### src/rtl/reg_write_arbiter.sv
// Register-file write-port owner: zero-fills R0..R(NUM_REGS-2) after reset, then
// round-robin arbitrates writeback (A) and load-return/debug (B) onto one port.
module reg_write_arbiter #(
  parameter int NUM_REGS       = 32,
  parameter bit CLEAR_ON_RESET = 1'b1,
  parameter int AW             = $clog2(NUM_REGS),
  parameter int DW             = 32
) (
  input  logic          clk,
  input  logic          rst,
  input  logic          a_valid,
  output logic          a_ready,
  input  logic [AW-1:0] a_addr,
  input  logic [DW-1:0] a_data,
  input  logic          b_valid,
  output logic          b_ready,
  input  logic [AW-1:0] b_addr,
  input  logic [DW-1:0] b_data,
  output logic          rf_we,
  output logic [AW-1:0] rf_wa,
  output logic [DW-1:0] rf_wd,
  output logic          busy
);

  typedef enum logic {S_CLEAR = 1'b0, S_RUN = 1'b1} state_t;

  localparam state_t        RST_STATE = CLEAR_ON_RESET ? S_CLEAR : S_RUN;
  localparam logic [AW-1:0] LAST_CLR  = AW'(NUM_REGS - 2);
  localparam logic [AW-1:0] ZERO_REG  = AW'(NUM_REGS - 1);

  state_t        r_state, w_state_nxt;
  logic [AW-1:0] r_clr_cnt;
  logic          r_last_b;   // 1: B won the most recent grant
  logic          r_rf_we;
  logic [AW-1:0] r_rf_wa;
  logic [DW-1:0] r_rf_wd;

  always_ff @(posedge clk) begin
    if (rst) r_state <= RST_STATE;
    else     r_state <= w_state_nxt;
  end

  always_comb begin
    w_state_nxt = r_state;
    busy        = 1'b0;
    a_ready     = 1'b0;
    b_ready     = 1'b0;
    case (r_state)
      S_CLEAR: begin
        busy = 1'b1;
        if (r_clr_cnt == LAST_CLR) w_state_nxt = S_RUN;
      end
      S_RUN: begin
        // ready is gated by rst so nothing is accepted on a reset edge
        if (!rst) begin
          a_ready = a_valid && (!b_valid || r_last_b);
          b_ready = b_valid && !(a_valid && (!b_valid || r_last_b));
        end
      end
      default: w_state_nxt = S_RUN;
    endcase
  end

  always_ff @(posedge clk) begin
    if (rst) begin
      r_rf_we   <= 1'b0;
      r_rf_wa   <= '0;
      r_rf_wd   <= '0;
      r_clr_cnt <= '0;
      r_last_b  <= 1'b1;
    end else if (r_state == S_CLEAR) begin
      r_rf_we   <= 1'b1;
      r_rf_wa   <= r_clr_cnt;
      r_rf_wd   <= '0;
      r_clr_cnt <= r_clr_cnt + 1'b1;
    end else if (a_ready) begin
      r_last_b <= 1'b0;
      r_rf_we  <= (a_addr != ZERO_REG);
      if (a_addr != ZERO_REG) begin
        r_rf_wa <= a_addr;
        r_rf_wd <= a_data;
      end
    end else if (b_ready) begin
      r_last_b <= 1'b1;
      r_rf_we  <= (b_addr != ZERO_REG);
      if (b_addr != ZERO_REG) begin
        r_rf_wa <= b_addr;
        r_rf_wd <= b_data;
      end
    end else begin
      r_rf_we <= 1'b0;
    end
  end

  assign rf_we = r_rf_we;
  assign rf_wa = r_rf_wa;
  assign rf_wd = r_rf_wd;

endmodule
### config.mk
export PLATFORM = sky130hd
export DESIGN_NAME = reg_write_arbiter
export DESIGN_NICKNAME = d
export VERILOG_FILES = /design/src/rtl/reg_write_arbiter.sv
export SDC_FILE = /design/constraint.sdc
export NUM_CORES = 1
export LEC_CHECK = 0
export CAP_MARGIN = 20
export CORE_MARGIN = 10
export CORE_UTILIZATION = 41
export CTS_CLUSTER_SIZE = 24
export DETAILED_ROUTE_END_ITERATION = 8
export PLACE_DENSITY = 0.83
export SYNTH_ARGS = -nofsm -noshare
export SYNTH_HDL_FRONTEND = slang
export SYNTH_SLANG_ARGS = --single-unit
### constraint.sdc
create_clock -name clk -period 2.3 [get_ports clk]
set_clock_uncertainty 0.2 [all_clocks]
set_input_delay 0.23 -clock clk [delete_from_list [all_inputs] [get_ports clk]]
set_output_delay 0.23 -clock clk [all_outputs]
set_load 0.005 [all_outputs]
# == Word-level counts from Yosys, hierarchy flattened ==
# Cells that the tools add are included.
# op_classes
muxes,21
n_reduce_logical,11
add_sub_neg,1
eq_ne,7
bitwise_logic,1
# ops
cell,count
32-bit two-way mux,4
5-bit two-way mux,5
1-bit two-way mux,12
5-bit != test (second input constant),2
3-bit by 2-bit != test with 1-bit output (second input constant),2
3-bit AND reduction,2
5-bit by 1-bit adder with 5-bit output (second input constant),1
5-bit == test (second input constant),1
2-bit nonzero test,2
3-bit != test (second input constant),1
1-bit logical AND,2
1-bit logical NOT,2
2-bit by 1-bit != test with 1-bit output (second input constant),1
2-bit AND reduction,1
2-bit OR reduction,1
1-bit logical OR,1
1-bit NOT,1
# word_totals
elab_cells,47
register_bits,45
inputBits,78
output_inout_bits,41

# == Depth between registers and ports, before layout ==
# Gate-level depths: netlist (run 1).
# logic_depth
word_depth,10
ltp_mapped,8
ltp_nobuf,5

# == Worst setup path before layout (run 1) ==
# OpenSTA, ideal clock, no wires.
# synth_timing
kind,register -> register
start,register r_last_b
end,register r_rf_wd[10] (netlist: rf_wd[10])
required_ps,1953
slack_ps,630
period_less_slack_ps,1670
path_buffers,2
setup_ps,147
path_stages_with_launch,7
arrival_time_ps,1323
path_cell_list,dfxtp_1 > and2b_4 > o2111ai_4 > and3_1 > buf_6 > buf_6 > a311oi_2
# synth_between
elab_chain_cells,8
elab_cells_between_ends,13
cone_classes,1 x eq/ne; 5 x mux; 7 x reduce/logical
# synth_rtl
element,line_no,rtl
"start, declared",33,logic r_last_b;
"start signal, assigned",70,r_last_b <= 1'b1;
"start signal, assigned",77,r_last_b <= 1'b0;
"start signal, assigned",84,r_last_b <= 1'b1;
1-bit logical OR *,"56, 57",
1-bit logical AND *,"56, 57",
1-bit logical NOT,57,b_ready = b_valid && !(a_valid && (!b_valid || r_last_b));
1-bit logical AND,57,
1-bit two-way mux,55,if (!rst) begin
1-bit two-way mux,48,case (r_state)
2-bit nonzero test (no line),--,
3-bit AND reduction (no line),--,
"end signal, assigned",81,r_rf_wd <= a_data;
"end signal, assigned",88,r_rf_wd <= b_data;
"end, declared",36,logic [DW-1:0] r_rf_wd;
# Every way passes the cells marked *; elsewhere a longest branch is shown, timed or not.
# A chain may end at the register's enable or synchronous reset.

# == Worst setup path after layout (run 1) ==
# layout_timing
start,input port b_valid
end,output port b_ready
# layout_between
elab_chain_cells,7
# layout_rtl
element,line_no,rtl
"start, declared",15,"input logic b_valid,"
1-bit logical NOT,57,
1-bit logical OR,57,
1-bit logical AND,57,
1-bit logical NOT,57,
1-bit logical AND *,57,
1-bit two-way mux *,55,
1-bit two-way mux *,48,
"end, declared",16,"output logic b_ready,"
# Marks and branches as above.

==> results.py, run 1 <==
metrics = {
    "placement": {
        "hpwl_um": 6370,
        "place.gp.congestion": 0.809,
        "portBuffers": 118,
        "dp_cells": 453,
    },
    "clock_tree": {
        "cts-resized-gates": 0,
        "cts.sinks": 45,
        "clkSlewWorstSetupHoldPaths_ns": 0.08,
        "cts_tree": "done",
        "ctsLongestPathBuffers": 2,
        "cts_setup_buffers": 0,
        "cts_max_level": 2,
        "hold_buffers": 0,
        "clock_latency_ns": 0.29,
        "cts_made_buffers": 5,
        "clock-root-buffer": "clkbuf_8",
    },
    "power_and_ir_drop": {
        "p_total_mw": 1.55,
        "irDropWorstVdd_v": 0.000221,
        "power.static_leakage_nw": 1.26,
        "power_density_nw_per_um2": 398,
    },
    "sta": {
        "rsz0062_at_grt": "false",
        "max_freq_mhz": 457,
        "setup_tns_ns": 0,
        "slew_headroom_pct": 76.8,
        "slew_violations": 0,
        "period_share_pct": 95.0,
        "layout_min_cycle_time_ns": 2.19,
        "finalSetupViolCount": 0,
        "hold_violations": 0,
        "worst_pin_slew_ns": 0.344,
    },
    "critical_path": {
        "crit_required_ns": 1.87,
        "startpoint": "b_valid",
        "path_max_fanout": 5,
        "r2r-start": "r_last_b",
        "path_class": "in2out",
        "end_kind": "output pin",
        "critPathLaunchType": "input pin",
        "arrival_ns": 1.76,
    },
    "cells_and_area": {
        "synthToLayoutAreaGrowth_pct": 54.7,
        "fillers": 530,
        "fin_nets": 465,
        "antenna_cells": 0,
        "multi_input_area_sq_um": 1420,
        "drive_gt1_share_pct": 17.4,
        "final_cells": 460,
        "ff_latch_area_sq_um": 901,
    },
    "logic_synthesis": {
        "synth_cell_types": 34,
        "syn_avg_cell_area_sq_um": 9.13,
        "synth_seq_cells": 45,
        "netlist_instances": 275,
        "synth_area_sq_um": 2510,
        "syn-num-nets": 355,
        "yosysSeqAreaShare_pct": 35.9,
        "yosys_warnings": 0,
    },
    "floorplan": {
        "rows": 28,
        "die-area_sq_um": 9660,
        "die_h_um": 98.3,
        "pin_count": 119,
        "core_area_sq_um": 5920,
        "die_w_um": 98.3,
        "initial_core_util_pct": 42.4,
    },
    "routing": {
        "via_count": 2555,
        "wl_per_cell_um": 18.2,
        "vias_per_cell": 5.55,
        "drt-total-wl_um": 8390,
        "dr.pass1.iters": 4,
        "drt_iter0_markers": 85,
        "ant_nets": 0,
        "drc": 0,
    },
    "global_routing": {
        "grt_max_degree": 34,
        "first_global_vias": 2620,
        "grt_pass1_wl_um": 13100,
        "antenna_found_initial": 0,
        "overflow": 0,
        "grtUsageTotal_pct": 16.1,
    },
    "run_status": {
        "outcome": "completed",
    },
    "run": {
        "drv_cap": 0,
    },
    "worst_hold_path": {
        "worstHoldPathType": "reg2reg",
        "min_from": "rf_wa[3]",
    },
}
## cell families (layout without fill, tap and decap cells)
logic type | Yosys count | after routing | share of synthesized area, %
muxes | 3 | 3 | 1.20
buffers and inverters | 38 | 148 | 7.57
and+or+nand+nor | 102 | 102 | 19.8
xor gates and xnor gates | 4 | 4 | 1.40
DFF | 45 | 45 | 35.9
AOI/OAI and AO/OA | 81 | 81 | 33.1
adders and majority gates | 2 | 2 | 0.996
## through the flow
stage	area (sq um)	setup slack [ns]	hold WS, ns	util, %
after floorplan	2510	0.630	0.194	-
after global placement	3800	0.127	0.266	64.2
after detailed placement	3800	0.0995	0.262	64.2
after CTS	3880	0.110	0.275	65.6
after global routing	3880	0.0359	0.285	65.6
final	3880	0.114	0.271	65.6
## layout make-up
cell class                      instances  share of cell area [%]
Tap cell                               75                    2.42
Inverter                                5                   0.483
Sequential cell                        45                    23.2
Clock buffer                            7                    2.22
Timing Repair Buffer                  136                    35.0
Multi-Input combinational cell        192                    36.7
## path summary, 6_finish.rpt
| kind | endpoint | slack [ns] | depth (start not counted) |
|---|---|---|---|
| worst min-delay path | rf_wa[3] | 0.27 | 2 |
| worst max-delay path | b_ready | 0.11 | 5 |
| worst max register to register | rf_wd[29] | 0.49 | 5 |
| worst min register to register | rf_wa[3] | 0.27 | 2 |
## worst max-delay path, stage by stage
cell             delay, ns
clkdlybuf4s50_1       0.54
nand2b_1              0.17
nand2_4               0.14
and2_1                0.13
clkdlybuf4s50_1       0.54
## synthesized netlist by cell type
| master | n | share of area [%] |
|---|---|---|
| xor2_1 | 3 | 1.0 |
| or2_2 | 1 | 0.25 |
| nand2b_1 | 5 | 1.2 |
| a311oi_2 | 30 | 18 |
| and2b_4 | 1 | 0.40 |
| inv_2 | 1 | 0.15 |
| and4_1 | 1 | 0.35 |
| dfxtp_1 | 45 | 36 |
| nor2_4 | 1 | 0.45 |
| nand4_2 | 1 | 0.50 |
| mux2i_1 | 3 | 1.2 |
| inv_1 | 4 | 0.60 |
| nand2_1 | 32 | 4.8 |
| buf_2 | 14 | 2.8 |
| clkbuf_1 | 15 | 2.2 |
| a211oi_1 | 2 | 0.60 |
| buf_6 | 4 | 1.8 |
| a311oi_1 | 2 | 0.70 |
| a31oi_4 | 1 | 0.85 |
| and3_1 | 4 | 1.0 |
| ha_1 | 2 | 1.0 |
| nand3_1 | 36 | 7.2 |
| o21ai_0 | 4 | 0.80 |
| a311o_1 | 3 | 1.2 |
| nor2b_1 | 1 | 0.25 |
| a2111oi_2 | 2 | 1.2 |
| o2111ai_4 | 1 | 1.0 |
| and2_1 | 1 | 0.25 |
| a21oi_1 | 3 | 0.60 |
| nand4_1 | 2 | 0.50 |
| nand2_4 | 1 | 0.45 |
| a31oi_1 | 33 | 8.2 |
| xnor2_1 | 1 | 0.35 |
| nor2_1 | 15 | 2.2 |
## state kept, by name (all words and copies together) (netlist names)
| register | count |
|---|---|
| rf_wa | 5 |
| r_state | 1 |
| r_clr_cnt | 5 |
| rf_wd | 32 |
| rf_we | 1 |
| r_last_b | 1 |
## power breakdown
part / internal (mW) / switching, mW
combinational: 0.157 / 0.0972
sequential: 0.787 / 0.00811
clock: 0.239 / 0.257
## metal layers
layer	track usage [%]	vias up	part of all wire, %
met5	0	-	0
met4	4.52	0	0.82
met3	5.78	5	9.0
met2	26.7	102	48
met1	19.1	1193	42
li1	-	1255	-
## placed cells by master (no fill, tap or decap), drive strengths merged
master	netlist	routed
a21oi	3	3
ha	2	2
a211oi	2	2
nand3	36	36
nor2	16	16
nand4	3	3
nand2	33	33
a311oi	32	32
a2111oi	2	2
xnor2	1	1
clkbuf	15	7
buf	18	19
and3	4	4
clkdlybuf4s50	0	117
a31oi	34	34
o2111ai	1	1
and2	1	1
xor2	3	3
o21ai	4	4
a311o	3	3
or2	1	1
nand2b	5	5
nor2b	1	1
and2b	1	1
mux2i	3	3
and4	1	1
inv	5	5
dfxtp	45	45
(Power assumes the default switching activity.)
==> inputs of run 2 (changes only) <==
CELL_PAD_IN_SITES_DETAIL_PLACEMENT = 1   (was default)
CELL_PAD_IN_SITES_GLOBAL_PLACEMENT = 2   (was default)
CORE_UTILIZATION = 23   (was 41)
==> run 2 against run 1 <==
Net effect:
- clock power up 2%
- global-route usage decreased by 3.8 points
- wire length grew 18%
- non-clock buffer count unchanged
- highest routed layer unchanged
- sequential share of layout area down 0.27 points
- die area is 61% higher
==> results.py, run 2 (same netlist as run 1, synthesis figures left out) <==
metrics = {
    "run_status": {
        "outcome": "completed",
    },
    "cells_and_area": {
        "fin_nets": 465,
        "final_util_pct": 36.6,
        "largest_register_ffs": 32,
        "fin_area_sq_um": 3930,
        "synthToLayoutAreaGrowth_pct": 56.6,
        "antenna_cells": 0,
        "layout.cells.most_common": "clkdlybuf4s50_1",
        "final_cell_mix": "117 x clkdlybuf4s50_1, 45 x dfxtp_1, 36 x nand3_1",
        "drive_gt1_share_pct": 17.7,
    },
    "global_routing": {
        "grt_max_degree": 33,
        "grtUsageTotal_pct": 12.3,
        "first_global_vias": 2947,
        "overflow": 0,
        "grt_pass1_wl_um": 15900,
        "antenna_found_initial": 0,
    },
    "clock_tree": {
        "clock_latency_ns": 0.30,
        "clock-root-buffer": "clkbuf_8",
        "cts_setup_buffers": 0,
        "hold_buffers": 0,
        "cts_made_buffers": 5,
        "ctsLongestPathBuffers": 2,
        "cts_max_level": 2,
        "cts_tree": "done",
        "cts-resized-gates": 0,
        "clkSlewWorstSetupHoldPaths_ns": 0.08,
        "cts.sinks": 45,
    },
    "routing": {
        "via_count": 2613,
        "dr.pass1.iters": 4,
        "wl_met1_um": 4320,
        "vias_per_cell": 4.98,
        "top_layer_used": "met4",
        "wl_per_cell_um": 18.9,
        "drt-total-wl_um": 9910,
        "met2RoutedLength_um": 4690,
        "drt_iter0_markers": 85,
        "drc": 0,
        "ant_nets": 0,
        "met3_length_um": 789,
    },
    "power_and_ir_drop": {
        "power_density_nw_per_um2": 398,
        "power.static_leakage_nw": 1.25,
        "switching_power_uw": 381,
        "seqPwrFrac_pct": 50.9,
        "irDropWorstVdd_v": 0.000192,
        "cell_internal_pwr_mw": 1.18,
        "switching_share_pct": 24.4,
        "combPwrFrac_pct": 16.6,
        "clkPwrFrac_pct": 32.5,
    },
    "critical_path": {
        "r2r_slack_ns": 0.44,
        "critPathLaunchType": "input pin",
        "end_kind": "output pin",
        "crit_required_ns": 1.87,
        "path_max_fanout": 5,
        "endpoint": "b_ready",
        "r2r-end": "rf_wd[3]",
        "arrival_ns": 1.75,
        "worstRegToRegCells": 5,
        "startpoint": "b_valid",
        "r2r-start": "r_last_b",
        "path_class": "in2out",
    },
    "sta": {
        "slew_violations": 0,
        "hold_ws_ns": 0.195,
        "period_share_pct": 94.8,
        "worst_pin_slew_ns": 0.344,
        "finalSetupViolCount": 0,
        "setup_tns_ns": 0,
        "layout_min_cycle_time_ns": 2.18,
        "hold_violations": 0,
        "max_freq_mhz": 459,
        "rsz0062_at_grt": "false",
        "slew_headroom_pct": 77.1,
    },
    "placement": {
        "place.gp.congestion": 0.778,
        "placed_cell_area_sq_um": 3840,
        "hpwl_um": 7560,
        "portBuffers": 118,
    },
    "floorplan": {
        "die_h_um": 124,
        "pin_count": 119,
        "die-area_sq_um": 15500,
        "core_area_sq_um": 10700,
        "die_w_um": 124,
        "initial_core_util_pct": 23.4,
        "rows": 38,
    },
    "run": {
        "drv_cap": 0,
    },
    "worst_hold_path": {
        "worstHoldPathType": "in2reg",
    },
}
run 2: cell types whose count changed in the layout (fill, tap and decap cells not counted):
cell	delta
nand2b_1	-1
buf_4	+3
nand2b_2	+1
buf_12	-3
run 2: how the worst min path moves through the flow:
stage | end | start | slack, ns | cells after the start
floorplan | rf_wd[0] | b_data[0] | 0.19 | 2
global placement | rf_wa[2] | rf_wa[2] | 0.27 | 2
detailed placement | rf_wa[1] | rf_wa[1] | 0.27 | 2
CTS | r_last_b | a_valid | 0.19 | 3
global route | r_last_b | a_valid | 0.24 | 3
finish | r_last_b | a_valid | 0.20 | 3
run 2: metrics by stage:
stage	setup slack [ns]	cells	total power, mW
floorplan	0.630	275	0.901
global placement	0.0943	518	1.07
detailed placement	0.0432	518	1.08
CTS	0.107	525	1.60
global route	0.0286	525	1.64
finish	0.119	525	1.56
run 2: worst max-delay path, stage by stage:
cell	delay, ns
clkdlybuf4s50_1	0.56
nand2b_2	0.16
nand2_4	0.11
and2_1	0.17
clkdlybuf4s50_1	0.52
run 2: metal layers:
| layer | vias up | track usage [%] |
|---|---|---|
| li1 | 1253 | - |
| met1 | 1273 | 14.1 |
| met2 | 80 | 20.5 |
| met3 | 7 | 5.06 |
| met4 | 0 | 3.08 |
| met5 | - | 0 |
run 2: cell type report:
cell class / instances / area, sq um
clock buffers: 7 / 86.3
fillers: 1271 / 6810
inverters: 5 / 18.8
multi-input cells: 192 / 1430
flip-flops and latches: 45 / 901
well taps: 140 / 175
repair buffers: 136 / 1320
run 2: power by group through the flow:
stage | sequential, mW | clock (mW) | combinational, mW
floorplan | 0.812 | 0 | 0.0887
finish | 0.795 | 0.508 | 0.260
global placement | 0.813 | 0 | 0.258
global route | 0.797 | 0.558 | 0.284
detailed placement | 0.814 | 0 | 0.263
CTS | 0.795 | 0.538 | 0.264
